==> src/rtl/uartprobe_engine.sv <==
// ---------------------------------------------------------------------------
// uartprobe_engine
// Command engine for the UART probe. Decodes a byte-stream protocol coming
// from the UART wrapper, drives GPO, snapshots GPI and runs single-beat AXI
// read/write transactions, answering every command with a status/data reply.
//
// Ports
//   clk, aresetn                 clock, asynchronous active-low reset
//   rx_valid/rx_data/rx_ready    command byte stream in (from wrapper)
//   tx_valid/tx_data/tx_ready    response byte stream out (to wrapper)
//   gpo / gpi                    general purpose outputs / inputs (GW bits)
//   m_axi_ar* / m_axi_r*         AXI read address / read data channels
//   m_axi_aw* / m_axi_w*         AXI write address / write data channels
//   m_axi_b*                     AXI write response channel
//
// Protocol (multi-byte fields MSB first)
//   01 ping -> A5            02 GPI rd -> GPIO_BYTES    03 GPO rd -> GPIO_BYTES
//   04 GPO wr + payload -> 00 05 ADDR wr + 4 -> 00      06 ADDR rd -> 4 bytes
//   07 AXI rd -> {resp},data  08 AXI wr + data -> {resp} other -> E0
//   payload stall longer than RX_TIMEOUT cycles -> E1
// ---------------------------------------------------------------------------
module uartprobe_engine #(
   parameter int unsigned              GPIO_BYTES        = 4,
   parameter int unsigned              DATA_BYTES        = 1,
   parameter logic [8*GPIO_BYTES-1:0]  GPO_ON_RESET      = '0,
   parameter logic [31:0]              AXI_ADDR_ON_RESET = '0,
   parameter int unsigned              RX_TIMEOUT        = 1024
) (
   input  logic                     clk,
   input  logic                     aresetn,
   input  logic                     rx_valid,
   input  logic [7:0]               rx_data,
   output logic                     rx_ready,
   output logic                     tx_valid,
   output logic [7:0]               tx_data,
   input  logic                     tx_ready,
   output logic [8*GPIO_BYTES-1:0]  gpo,
   input  logic [8*GPIO_BYTES-1:0]  gpi,
   output logic [31:0]              m_axi_araddr,
   output logic                     m_axi_arvalid,
   input  logic                     m_axi_arready,
   output logic [2:0]               m_axi_arsize,
   input  logic [8*DATA_BYTES-1:0]  m_axi_rdata,
   input  logic [1:0]               m_axi_rresp,
   input  logic                     m_axi_rvalid,
   output logic                     m_axi_rready,
   input  logic                     m_axi_rlast,
   output logic [31:0]              m_axi_awaddr,
   output logic                     m_axi_awvalid,
   input  logic                     m_axi_awready,
   output logic [2:0]               m_axi_awsize,
   output logic [8*DATA_BYTES-1:0]  m_axi_wdata,
   output logic [DATA_BYTES-1:0]    m_axi_wstrb,
   output logic                     m_axi_wlast,
   output logic                     m_axi_wvalid,
   input  logic                     m_axi_wready,
   input  logic [1:0]               m_axi_bresp,
   input  logic                     m_axi_bvalid,
   output logic                     m_axi_bready
);

   localparam int unsigned GW   = 8 * GPIO_BYTES;
   localparam int unsigned DW   = 8 * DATA_BYTES;
   localparam int unsigned B0   = (GPIO_BYTES > 4) ? GPIO_BYTES : 4;
   // longest reply: GPIO read, address read, or resp byte + AXI data
   localparam int unsigned TXB  = (B0 > DATA_BYTES + 1) ? B0 : DATA_BYTES + 1;
   // longest payload: GPO value, address, or AXI write data
   localparam int unsigned SHB  = (B0 > DATA_BYTES) ? B0 : DATA_BYTES;
   localparam int unsigned TXW  = 8 * TXB;
   localparam int unsigned SHW  = 8 * SHB;
   localparam int unsigned LW   = $clog2(TXB + 1);
   localparam int unsigned TW   = (RX_TIMEOUT > 1) ? $clog2(RX_TIMEOUT + 1) : 1;

   typedef enum logic [2:0] {
      S_IDLE, S_RX_PAY, S_AXI_AR, S_AXI_R, S_AXI_AWW, S_AXI_B, S_TX
   } state_t;

   state_t           state_q;
   logic [7:0]       op_q;
   logic [LW-1:0]    len_q;      // bytes still to receive (RX_PAY) or send (TX)
   logic [TW-1:0]    timer_q;
   logic [SHW-1:0]   pay_q;      // payload shadow, committed only when complete
   logic [SHW-1:0]   pay_d;
   logic [TXW-1:0]   tx_q;       // reply shift register, next byte in top lane
   logic [GW-1:0]    gpo_q;
   logic [31:0]      addr_q;
   logic [31:0]      ax_addr_q;
   logic [DW-1:0]    wdata_q;
   logic             rx_ready_q;
   logic             tx_valid_q;
   logic             arvalid_q;
   logic             rready_q;
   logic             awvalid_q;
   logic             wvalid_q;
   logic             bready_q;

   assign pay_d = {pay_q[SHW-9:0], rx_data};

   always_ff @(posedge clk or negedge aresetn) begin
      if (!aresetn) begin
         state_q    <= S_IDLE;
         op_q       <= '0;
         len_q      <= '0;
         timer_q    <= '0;
         pay_q      <= '0;
         tx_q       <= '0;
         gpo_q      <= GPO_ON_RESET;
         addr_q     <= AXI_ADDR_ON_RESET;
         ax_addr_q  <= '0;
         wdata_q    <= '0;
         rx_ready_q <= 1'b0;
         tx_valid_q <= 1'b0;
         arvalid_q  <= 1'b0;
         rready_q   <= 1'b0;
         awvalid_q  <= 1'b0;
         wvalid_q   <= 1'b0;
         bready_q   <= 1'b0;
      end else begin
         case (state_q)
            S_IDLE: begin
               rx_ready_q <= 1'b1;
               if (rx_valid && rx_ready_q) begin
                  op_q    <= rx_data;
                  timer_q <= '0;
                  tx_q    <= '0;
                  case (rx_data)
                     8'h01: begin
                        tx_q[TXW-1 -: 8] <= 8'hA5;
                        len_q      <= LW'(1);
                        rx_ready_q <= 1'b0;
                        tx_valid_q <= 1'b1;
                        state_q    <= S_TX;
                     end
                     8'h02: begin
                        // snapshot all GPI bytes at once so the reply is coherent
                        tx_q[TXW-1 -: GW] <= gpi;
                        len_q      <= LW'(GPIO_BYTES);
                        rx_ready_q <= 1'b0;
                        tx_valid_q <= 1'b1;
                        state_q    <= S_TX;
                     end
                     8'h03: begin
                        tx_q[TXW-1 -: GW] <= gpo_q;
                        len_q      <= LW'(GPIO_BYTES);
                        rx_ready_q <= 1'b0;
                        tx_valid_q <= 1'b1;
                        state_q    <= S_TX;
                     end
                     8'h06: begin
                        tx_q[TXW-1 -: 32] <= addr_q;
                        len_q      <= LW'(4);
                        rx_ready_q <= 1'b0;
                        tx_valid_q <= 1'b1;
                        state_q    <= S_TX;
                     end
                     8'h04: begin
                        len_q   <= LW'(GPIO_BYTES);
                        state_q <= S_RX_PAY;
                     end
                     8'h05: begin
                        len_q   <= LW'(4);
                        state_q <= S_RX_PAY;
                     end
                     8'h08: begin
                        len_q   <= LW'(DATA_BYTES);
                        state_q <= S_RX_PAY;
                     end
                     8'h07: begin
                        ax_addr_q  <= addr_q;
                        arvalid_q  <= 1'b1;
                        rx_ready_q <= 1'b0;
                        state_q    <= S_AXI_AR;
                     end
                     default: begin
                        tx_q[TXW-1 -: 8] <= 8'hE0;
                        len_q      <= LW'(1);
                        rx_ready_q <= 1'b0;
                        tx_valid_q <= 1'b1;
                        state_q    <= S_TX;
                     end
                  endcase
               end
            end

            S_RX_PAY: begin
               if (rx_valid && rx_ready_q) begin
                  pay_q   <= pay_d;
                  timer_q <= '0;
                  len_q   <= len_q - 1'b1;
                  if (len_q == LW'(1)) begin
                     rx_ready_q <= 1'b0;
                     tx_q       <= '0;
                     len_q      <= LW'(1);
                     case (op_q)
                        8'h04: begin
                           gpo_q      <= pay_d[GW-1:0];
                           tx_valid_q <= 1'b1;
                           state_q    <= S_TX;
                        end
                        8'h05: begin
                           addr_q     <= pay_d[31:0];
                           tx_valid_q <= 1'b1;
                           state_q    <= S_TX;
                        end
                        8'h08: begin
                           wdata_q   <= pay_d[DW-1:0];
                           ax_addr_q <= addr_q;
                           awvalid_q <= 1'b1;
                           wvalid_q  <= 1'b1;
                           state_q   <= S_AXI_AWW;
                        end
                        default: begin
                           rx_ready_q <= 1'b1;
                           state_q    <= S_IDLE;
                        end
                     endcase
                  end
               end else if (timer_q == TW'(RX_TIMEOUT - 1)) begin
                  // payload stalled: drop what was staged, leave gpo/addr alone
                  rx_ready_q <= 1'b0;
                  tx_q       <= '0;
                  tx_q[TXW-1 -: 8] <= 8'hE1;
                  len_q      <= LW'(1);
                  tx_valid_q <= 1'b1;
                  state_q    <= S_TX;
               end else begin
                  timer_q <= timer_q + 1'b1;
               end
            end

            S_AXI_AR: begin
               if (m_axi_arready) begin
                  arvalid_q <= 1'b0;
                  rready_q  <= 1'b1;
                  state_q   <= S_AXI_R;
               end
            end

            S_AXI_R: begin
               if (m_axi_rvalid) begin
                  rready_q <= 1'b0;
                  tx_q     <= '0;
                  tx_q[TXW-1 -: DW+8] <= {6'b0, m_axi_rresp, m_axi_rdata};
                  len_q      <= LW'(DATA_BYTES + 1);
                  addr_q     <= addr_q + 32'(DATA_BYTES);
                  tx_valid_q <= 1'b1;
                  state_q    <= S_TX;
               end
            end

            S_AXI_AWW: begin
               // AW and W complete independently; move on once both are taken
               if (m_axi_awready) awvalid_q <= 1'b0;
               if (m_axi_wready)  wvalid_q  <= 1'b0;
               if ((!awvalid_q || m_axi_awready) && (!wvalid_q || m_axi_wready)) begin
                  bready_q <= 1'b1;
                  state_q  <= S_AXI_B;
               end
            end

            S_AXI_B: begin
               if (m_axi_bvalid) begin
                  bready_q <= 1'b0;
                  tx_q     <= '0;
                  tx_q[TXW-1 -: 8] <= {6'b0, m_axi_bresp};
                  len_q      <= LW'(1);
                  addr_q     <= addr_q + 32'(DATA_BYTES);
                  tx_valid_q <= 1'b1;
                  state_q    <= S_TX;
               end
            end

            S_TX: begin
               if (tx_ready) begin
                  len_q <= len_q - 1'b1;
                  if (len_q == LW'(1)) begin
                     tx_valid_q <= 1'b0;
                     rx_ready_q <= 1'b1;
                     state_q    <= S_IDLE;
                  end else begin
                     tx_q <= {tx_q[TXW-9:0], 8'h00};
                  end
               end
            end

            default: begin
               state_q <= S_IDLE;
            end
         endcase
      end
   end

   assign rx_ready      = rx_ready_q;
   assign tx_valid      = tx_valid_q;
   assign tx_data       = tx_q[TXW-1 -: 8];
   assign gpo           = gpo_q;
   assign m_axi_araddr  = ax_addr_q;
   assign m_axi_arvalid = arvalid_q;
   assign m_axi_arsize  = 3'($clog2(DATA_BYTES));
   assign m_axi_rready  = rready_q;
   assign m_axi_awaddr  = ax_addr_q;
   assign m_axi_awvalid = awvalid_q;
   assign m_axi_awsize  = 3'($clog2(DATA_BYTES));
   assign m_axi_wdata   = wdata_q;
   assign m_axi_wstrb   = '1;
   assign m_axi_wlast   = 1'b1;
   assign m_axi_wvalid  = wvalid_q;
   assign m_axi_bready  = bready_q;

   // rlast carries no information for single-beat reads; the top shadow
   // byte is always shifted out before a payload completes
   logic unused_ok;
   assign unused_ok = &{1'b0, m_axi_rlast, pay_q[SHW-1 -: 8]};

endmodule

==> config.mk <==
export PLATFORM = sky130hd
export DESIGN_NAME = uartprobe_engine
export DESIGN_NICKNAME = d
export VERILOG_FILES = /design/src/rtl/uartprobe_engine.sv
export SDC_FILE = /design/constraint.sdc
export NUM_CORES = 1
export LEC_CHECK = 0
export ABC_CLOCK_PERIOD_IN_PS = 7400
export CAP_MARGIN = 20
export CELL_PAD_IN_SITES_DETAIL_PLACEMENT = 1
export CELL_PAD_IN_SITES_GLOBAL_PLACEMENT = 2
export CORE_UTILIZATION = 35
export DETAILED_ROUTE_END_ITERATION = 10
export PLACE_DENSITY = 0.88
export SLEW_MARGIN = 25
export SYNTH_ARGS = -nofsm -noshare
export SYNTH_HDL_FRONTEND = slang
export SYNTH_SLANG_ARGS = --single-unit
==> constraint.sdc <==
create_clock -name clk -period 7.4 [get_ports clk]
set_clock_uncertainty 0.05 [all_clocks]
set_input_delay 1.48 -clock clk [delete_from_list [all_inputs] [get_ports clk]]
set_output_delay 1.48 -clock clk [all_outputs]
set_load 0.01 [all_outputs]
==> qor.yml, run 1 <==
p_total_uw: 4753
cp_max_fo: 19
synth_seq_cells: 192
rows: 62
antenna_found_initial: 2
ctsHtreeMaxLevel: 4
vias_per_cell: 5.853
cts_sinks: 192
synthAdderAreaFrac: 0.004845
start_kind: "input port"
clock.fmax_mhz: 219.8
wl_per_cell_um: 23.39
layout.nets: 1203
rsz0062_at_grt: "false"
finish.instance_area_um2: 12750
final-max-slew-violation-count: 0
slew_headroom: 0.3291
drt-total-wl_um: 35880
initial_utilization: 0.3580
p_leak_uw: 0.005357
finalCriticalPeriod_ps: 4550
endpoint_kind: "flip-flop"
synth_ff_type: "dfrtp_1"
grt_pass1_wl_um: 55170
gp_congestion: 0.8345
finish.utilization: 0.4418
coreArea_um2: 28860
crit_family: "simple AND/OR/NAND/NOR gates"
yosysSeqAreaShare: 0.4651
grt_remaining_overflow: 0
ios: 189
cts_setup_buffers: 0
critPathSlowestCell: "nand3_1"
synth_compound_area_frac: 0.1926
worstPathBufferInverterCount: 1
hold_viol: 0
grt_max_degree: 76
synth_area_leader_cell: "dfrtp_1"
synth_top_family_by_area: "compound AO/OA/AOI/OAI gates"
cts_root_buf: "clkbuf_16"
dieHeight_um: 173.8
drive_gt1_frac: 0.1409
worstPathArrival_ps: 4850
first_pass_iters: 8
syn2layout_area_growth_pct: 23.43
cp_cell_sequence: "clkdlybuf4s50_1, nor4_1, nand3_1, o2bb2ai_1, a21oi_1, o31ai_1"
insertion_delay_ps: 450
cp.required_ps: 7700
yosys-top-cells-area: "dfrtp_1 (47%), mux2_2 (9.9%), nand2_1 (4.1%)"
maxCapViolCount: 0
n_antenna_cell: 0
grt_usage: 0.2385
floorplan.die_area_um2: 30200
ctsHoldBuffers: 0
die_x_um: 173.8
setup_viol: 0
cts_max_path_buffers: 2
postSynthAreaPerCell_um2: 10.00
numCtsBuffers: 17
final_cell_mix: "dfrtp_1 (192), clkdlybuf4s50_1 (177), nand2_1 (114)"
layout_commonest_cell: "dfrtp_1"
slowest_delay_ps: 850
syn_area_um2: 10330
postRouteAntennaNets: 0
crit_type: "input port to flip-flop"
port_buffers: 179
yosys.area_share.simple: 0.1414
synth_cell_type_count: 71
synth-edff-count: 0
remaining_drc_errors: 0
outcome: "complete, no violations"
synth_top_area_frac: 0.4651
finalCritPeriodShare: 0.6148
drt_iter0_markers: 812
r2r_slack_ps: 3700
finalSetupTns_ps: 0
vias: 8978
synth_warnings: 0
synth-xor-area-share: 0.0008479
muxShareOfSynthArea: 0.1246
hp-class: "flip-flop to flip-flop"
placed_cell_area_um2: 12140
tightest_slew_ps: 998.0
synthArstFlopShare: 1.000
ir_drop_mv: 0.1769
clkTransAtPathRegs_ps: 80
ctsResizeCount: 0
holdWs_ps: 450.3
power_density_nw_per_um2: 372.8
dp_hpwl_um: 25290
cts_tree: "built"
grt_pass1_vias: 8875
syn_inst: 1033
-- flip-flops by register name, summed over array words and instances (netlist names), 3 cells and up --
signal,count
pay_q,24
len_q,3
op_q,8
state_q,3
m_axi_wdata,8
addr_q,32
m_axi_araddr,32
gpo,32
tx_q,32
timer_q,11
-- where the power goes --
| group | switching [uW] | leakage [uW] | internal [uW] | total (uW) |
|---|---|---|---|---|
| Sequential | 450 | 0.00250 | 1370 | 1820 |
| Clock | 480 | 0.000286 | 457 | 937 |
| Combinational | 1070 | 0.00257 | 919 | 1990 |
-- worst reg2reg max path, stage by stage (launching register included) --
cell,delay (ps)
dfrtp_1,740
nor3b_2,730
nand2_1,120
buf_4,280
nor4_4,820
buf_4,460
mux2_2,400
-- cell usage after synthesis, types with 17 or more instances --
library cell	number
dfrtp_1	192
nand2_1	114
mux2_2	91
o21ai_0	65
a21oi_1	58
nor2_1	51
buf_4	48
clkbuf_1	48
nand3_1	30
o2bb2ai_1	25
mux2i_1	24
inv_1	17
-- metrics by stage --
step / instances / setup slack, ps
after floorplan: 1039 / 3839
after global placement: 1501 / 2588
after detailed placement: 1501 / 2476
after CTS: 1533 / 2956
after global routing: 1534 / 2763
final: 1534 / 2850
-- final cells by class --
| cell class | count | area [um^2] |
|---|---|---|
| sequential | 192 | 4805 |
| tap | 384 | 480.5 |
| clock buffer | 18 | 429.2 |
| fill | 3266 | 16110 |
| inverter | 18 | 67.56 |
| multi-input combinational | 712 | 4878 |
| clock inverter | 14 | 163.9 |
| timing repair buffer | 196 | 1926 |
-- layer usage --
| metal | track usage | routed length, um | up-vias |
|---|---|---|---|
| met5 | 0 | 26 | - |
| met4 | 0.05885 | 525 | 4 |
| met3 | 0.03706 | 2283 | 37 |
| met2 | 0.3813 | 17010 | 334 |
| met1 | 0.3369 | 16030 | 4642 |
| li1 | - | - | 3961 |
-- cell families (layout without fill, tap and decap cells) --
logic type / Yosys count / count (layout)
adders and majority gates: 4 / 4
buffers and inverters: 135 / 246
AOI/OAI and AO/OA: 290 / 290
other: 2 / 8
xor gates and xnor gates: 1 / 1
DFF: 192 / 192
and+or+nand+nor: 292 / 292
muxes: 117 / 117
-- worst paths after layout --
check | from | cells past startpoint | end
setup / recovery | rx_data[5] | 6 | tx_q[19]
hold / removal | op_q[1] | 2 | op_q[1]
setup reg to reg | state_q[1] | 6 | gpo[19]
hold reg to reg | op_q[1] | 2 | op_q[1]
max in group asynchronous | aresetn | 2 | addr_q[22]
min in group asynchronous | aresetn | 1 | timer_q[0]
Power figures use the tool's default switching activity.
==> inputs of run 2 (changes only) <==
--- a/config.mk
+++ b/config.mk
@@ -5,13 +5,13 @@
 export SDC_FILE = /design/constraint.sdc
 export NUM_CORES = 1
 export LEC_CHECK = 0
-export ABC_CLOCK_PERIOD_IN_PS = 7400
+export ABC_CLOCK_PERIOD_IN_PS = 4110
 export CAP_MARGIN = 20
 export CELL_PAD_IN_SITES_DETAIL_PLACEMENT = 1
 export CELL_PAD_IN_SITES_GLOBAL_PLACEMENT = 2
-export CORE_UTILIZATION = 35
+export CORE_UTILIZATION = 30
 export DETAILED_ROUTE_END_ITERATION = 10
-export PLACE_DENSITY = 0.88
+export PLACE_DENSITY = 0.81
 export SLEW_MARGIN = 25
 export SYNTH_ARGS = -nofsm -noshare
 export SYNTH_HDL_FRONTEND = slang
==> constraint.sdc (replaced) <==
create_clock -name clk -period 4.11 [get_ports clk]
set_clock_uncertainty 0.05 [all_clocks]
set_input_delay 0.822 -clock clk [delete_from_list [all_inputs] [get_ports clk]]
set_output_delay 0.822 -clock clk [all_outputs]
set_load 0.01 [all_outputs]
==> qor.yml, run 2 (synthesis gave the netlist of run 1 again) <==
cts_sinks: 192  # unchanged
ctsHoldBuffers: 0  # unchanged
holdWs_ps: 426.1  # was 450.3 ps
cts_max_path_buffers: 2  # unchanged
power_frac_comb: 0.421  # was 0.419
slowest_delay_ps: 770  # was 850 ps
floorplan.die_area_um2: 35180  # was 30200 um^2
cp.required_ps: 4380  # was 7700 ps
clkTransAtPathRegs_ps: 70  # was 80 ps
power_density_nw_per_um2: 663.0  # was 372.8 nW/um^2
maxCapViolCount: 0  # unchanged
rsz0062_at_grt: "false"  # unchanged
p_clk_frac: 0.195  # was 0.197
vias_per_cell: 5.483  # was 5.853
start_kind: "input port"  # unchanged
setup_viol: 0  # unchanged
cp_cell_sequence: "clkdlybuf4s50_1, or4_1, nor3_4, nor2_1, nor4b_4, buf_12, mux2_2"  # was clkdlybuf4s50_1, nor4_1, nand3_1, o2bb2ai_1, a21oi_1, o31ai_1
syn2layout_area_growth_pct: 25.33  # was 23.43%
final-max-slew-violation-count: 0  # unchanged
vias: 8860  # was 8978
drt-total-wl_um: 36460  # was 35880 um
numCtsBuffers: 17  # unchanged
layout.nets: 1221  # was 1203
placed_cell_area_um2: 12360  # was 12140 um^2
cts_setup_buffers: 0  # unchanged
gp_congestion: 0.8224  # was 0.8345
cp_max_fo: 32  # was 19
postRouteAntennaNets: 0  # unchanged
remaining_drc_errors: 0  # unchanged
die_x_um: 187.6  # was 173.8 um
cts_tree: "built"  # unchanged
seq_area_um2: 4805  # unchanged
switching_share: 0.4201  # was 0.4215
hold_viol: 0  # unchanged
endpoint_kind: "flip-flop"  # unchanged
layout_commonest_cell: "dfrtp_1"  # unchanged
finish.instance_area_um2: 12950  # was 12750 um^2
r2r-end: "tx_q[14]"  # was gpo[19]
ctsHtreeMaxLevel: 4  # unchanged
hp-class: "input port to asynchronous set/reset pin"  # was flip-flop to flip-flop
grt_pass1_vias: 8984  # was 8875
ios: 189  # unchanged
switchingPower_uw: 3606  # was 2003 uW
r2r.worst_path.cells: 7  # was 6
wl_per_cell_um: 22.56  # was 23.39 um
ir_drop_mv: 0.3359  # was 0.1769 mV
rr_startpoint: "state_q[1]"  # unchanged
finalCritPeriodShare: 0.7781
p_leak_uw: 0.005444  # was 0.005357 uW
p_seq_frac: 0.384  # about the same
port_buffers: 179  # unchanged
finalSetupTns_ps: 0  # unchanged
dp_hpwl_um: 26610  # was 25290 um
antenna_found_initial: 0  # was 2
n_antenna_cell: 0  # unchanged
insertion_delay_ps: 450  # about the same
cts_root_buf: "clkbuf_16"  # unchanged
setup_ws_ps: 912.0  # was 2850 ps
drt_iter0_markers: 777  # was 812
tightest_slew_ps: 934.7  # was 998.0 ps
initial_utilization: 0.3065  # was 0.3580
grt_pass1_wl_um: 56200  # was 55170 um
rows: 67  # was 62
grt_max_degree: 98  # was 76
coreArea_um2: 33700  # was 28860 um^2
drive_gt1_frac: 0.1558  # was 0.1409
critPathSlowestCell: "or4_1"  # was nand3_1
ctsResizeCount: 0  # unchanged
outcome: "complete, no violations"  # unchanged
crit_type: "input port to flip-flop"  # unchanged
place_ws_ps: 440.1  # was 2476 ps
slew_headroom: 0.3754  # was 0.3291
finish.utilization: 0.3842  # was 0.4418
worstPathArrival_ps: 3470  # was 4850 ps
p_int_uw: 4977  # was 2750 uW
final_cell_mix: "dfrtp_1 (192), clkdlybuf4s50_1 (177), nand2_1 (114)"  # unchanged
crit_family: "simple AND/OR/NAND/NOR gates"  # unchanged
r2r_slack_ps: 1190  # was 3700 ps
clock.fmax_mhz: 312.7
dieHeight_um: 187.6  # was 173.8 um
worstPathBufferInverterCount: 2  # was 1
multi_input_area_um2: 4862  # was 4878 um^2
first_pass_iters: 5  # was 8
grt_usage: 0.2100  # was 0.2385
fillCellCount: 3769  # was 3266
finalCriticalPeriod_ps: 3198
grt_remaining_overflow: 0  # unchanged
-- run 2: cell types whose count changed in the layout (fill, tap and decap cells not counted), sizes merged --
cell	before	now
buf	18	36
-- run 2: layer usage --
metal  track usage  wire length (um)  up-vias  part of all wire
met5             0                 0        -                 0
met4       0.05316               585        0             0.016
met3       0.03182              1789       32             0.049
met2        0.3352             16850      279              0.46
met1        0.2966             17230     4545              0.47
li1              -                 -     4004                 -
-- run 2: through the flow --
stage | cells | power (uW)
floorplan | 1039 | 5392
global placement | 1584 | 6830
finish | 1616 | 8583
global route | 1616 | 9092
CTS | 1616 | 8629
detailed placement | 1584 | 6933
-- run 2: power groups by stage --
stage	logic, uW	clock network [uW]	registers, uW
floorplan	2400	0	2990
global placement	3520	0	3310
detailed placement	3610	0	3330
CTS	3620	1710	3290
global route	3920	1780	3390
finish	3610	1680	3300
-- run 2: cell type report --
type | instances | area share
Timing Repair Buffer | 214 | 0.1596
Clock inverter | 14 | 0.01131
Multi-Input combinational cell | 712 | 0.3756
Sequential cell | 192 | 0.3711
Inverter | 18 | 0.005219
Clock buffer | 18 | 0.03392
Tap cell | 448 | 0.04330
-- run 2: worst max path at each step --
stage,startpoint,end,slack [ps],cells after the start
after floorplan,rx_data[4],m_axi_araddr[10],1210,7
after global placement,rx_data[4],m_axi_araddr[0],490,7
after detailed placement,rx_data[4],m_axi_araddr[9],440,7
after CTS,rx_data[4],m_axi_araddr[9],910,7
after global routing,rx_data[4],m_axi_araddr[4],800,7
final,rx_data[4],m_axi_araddr[4],910,7
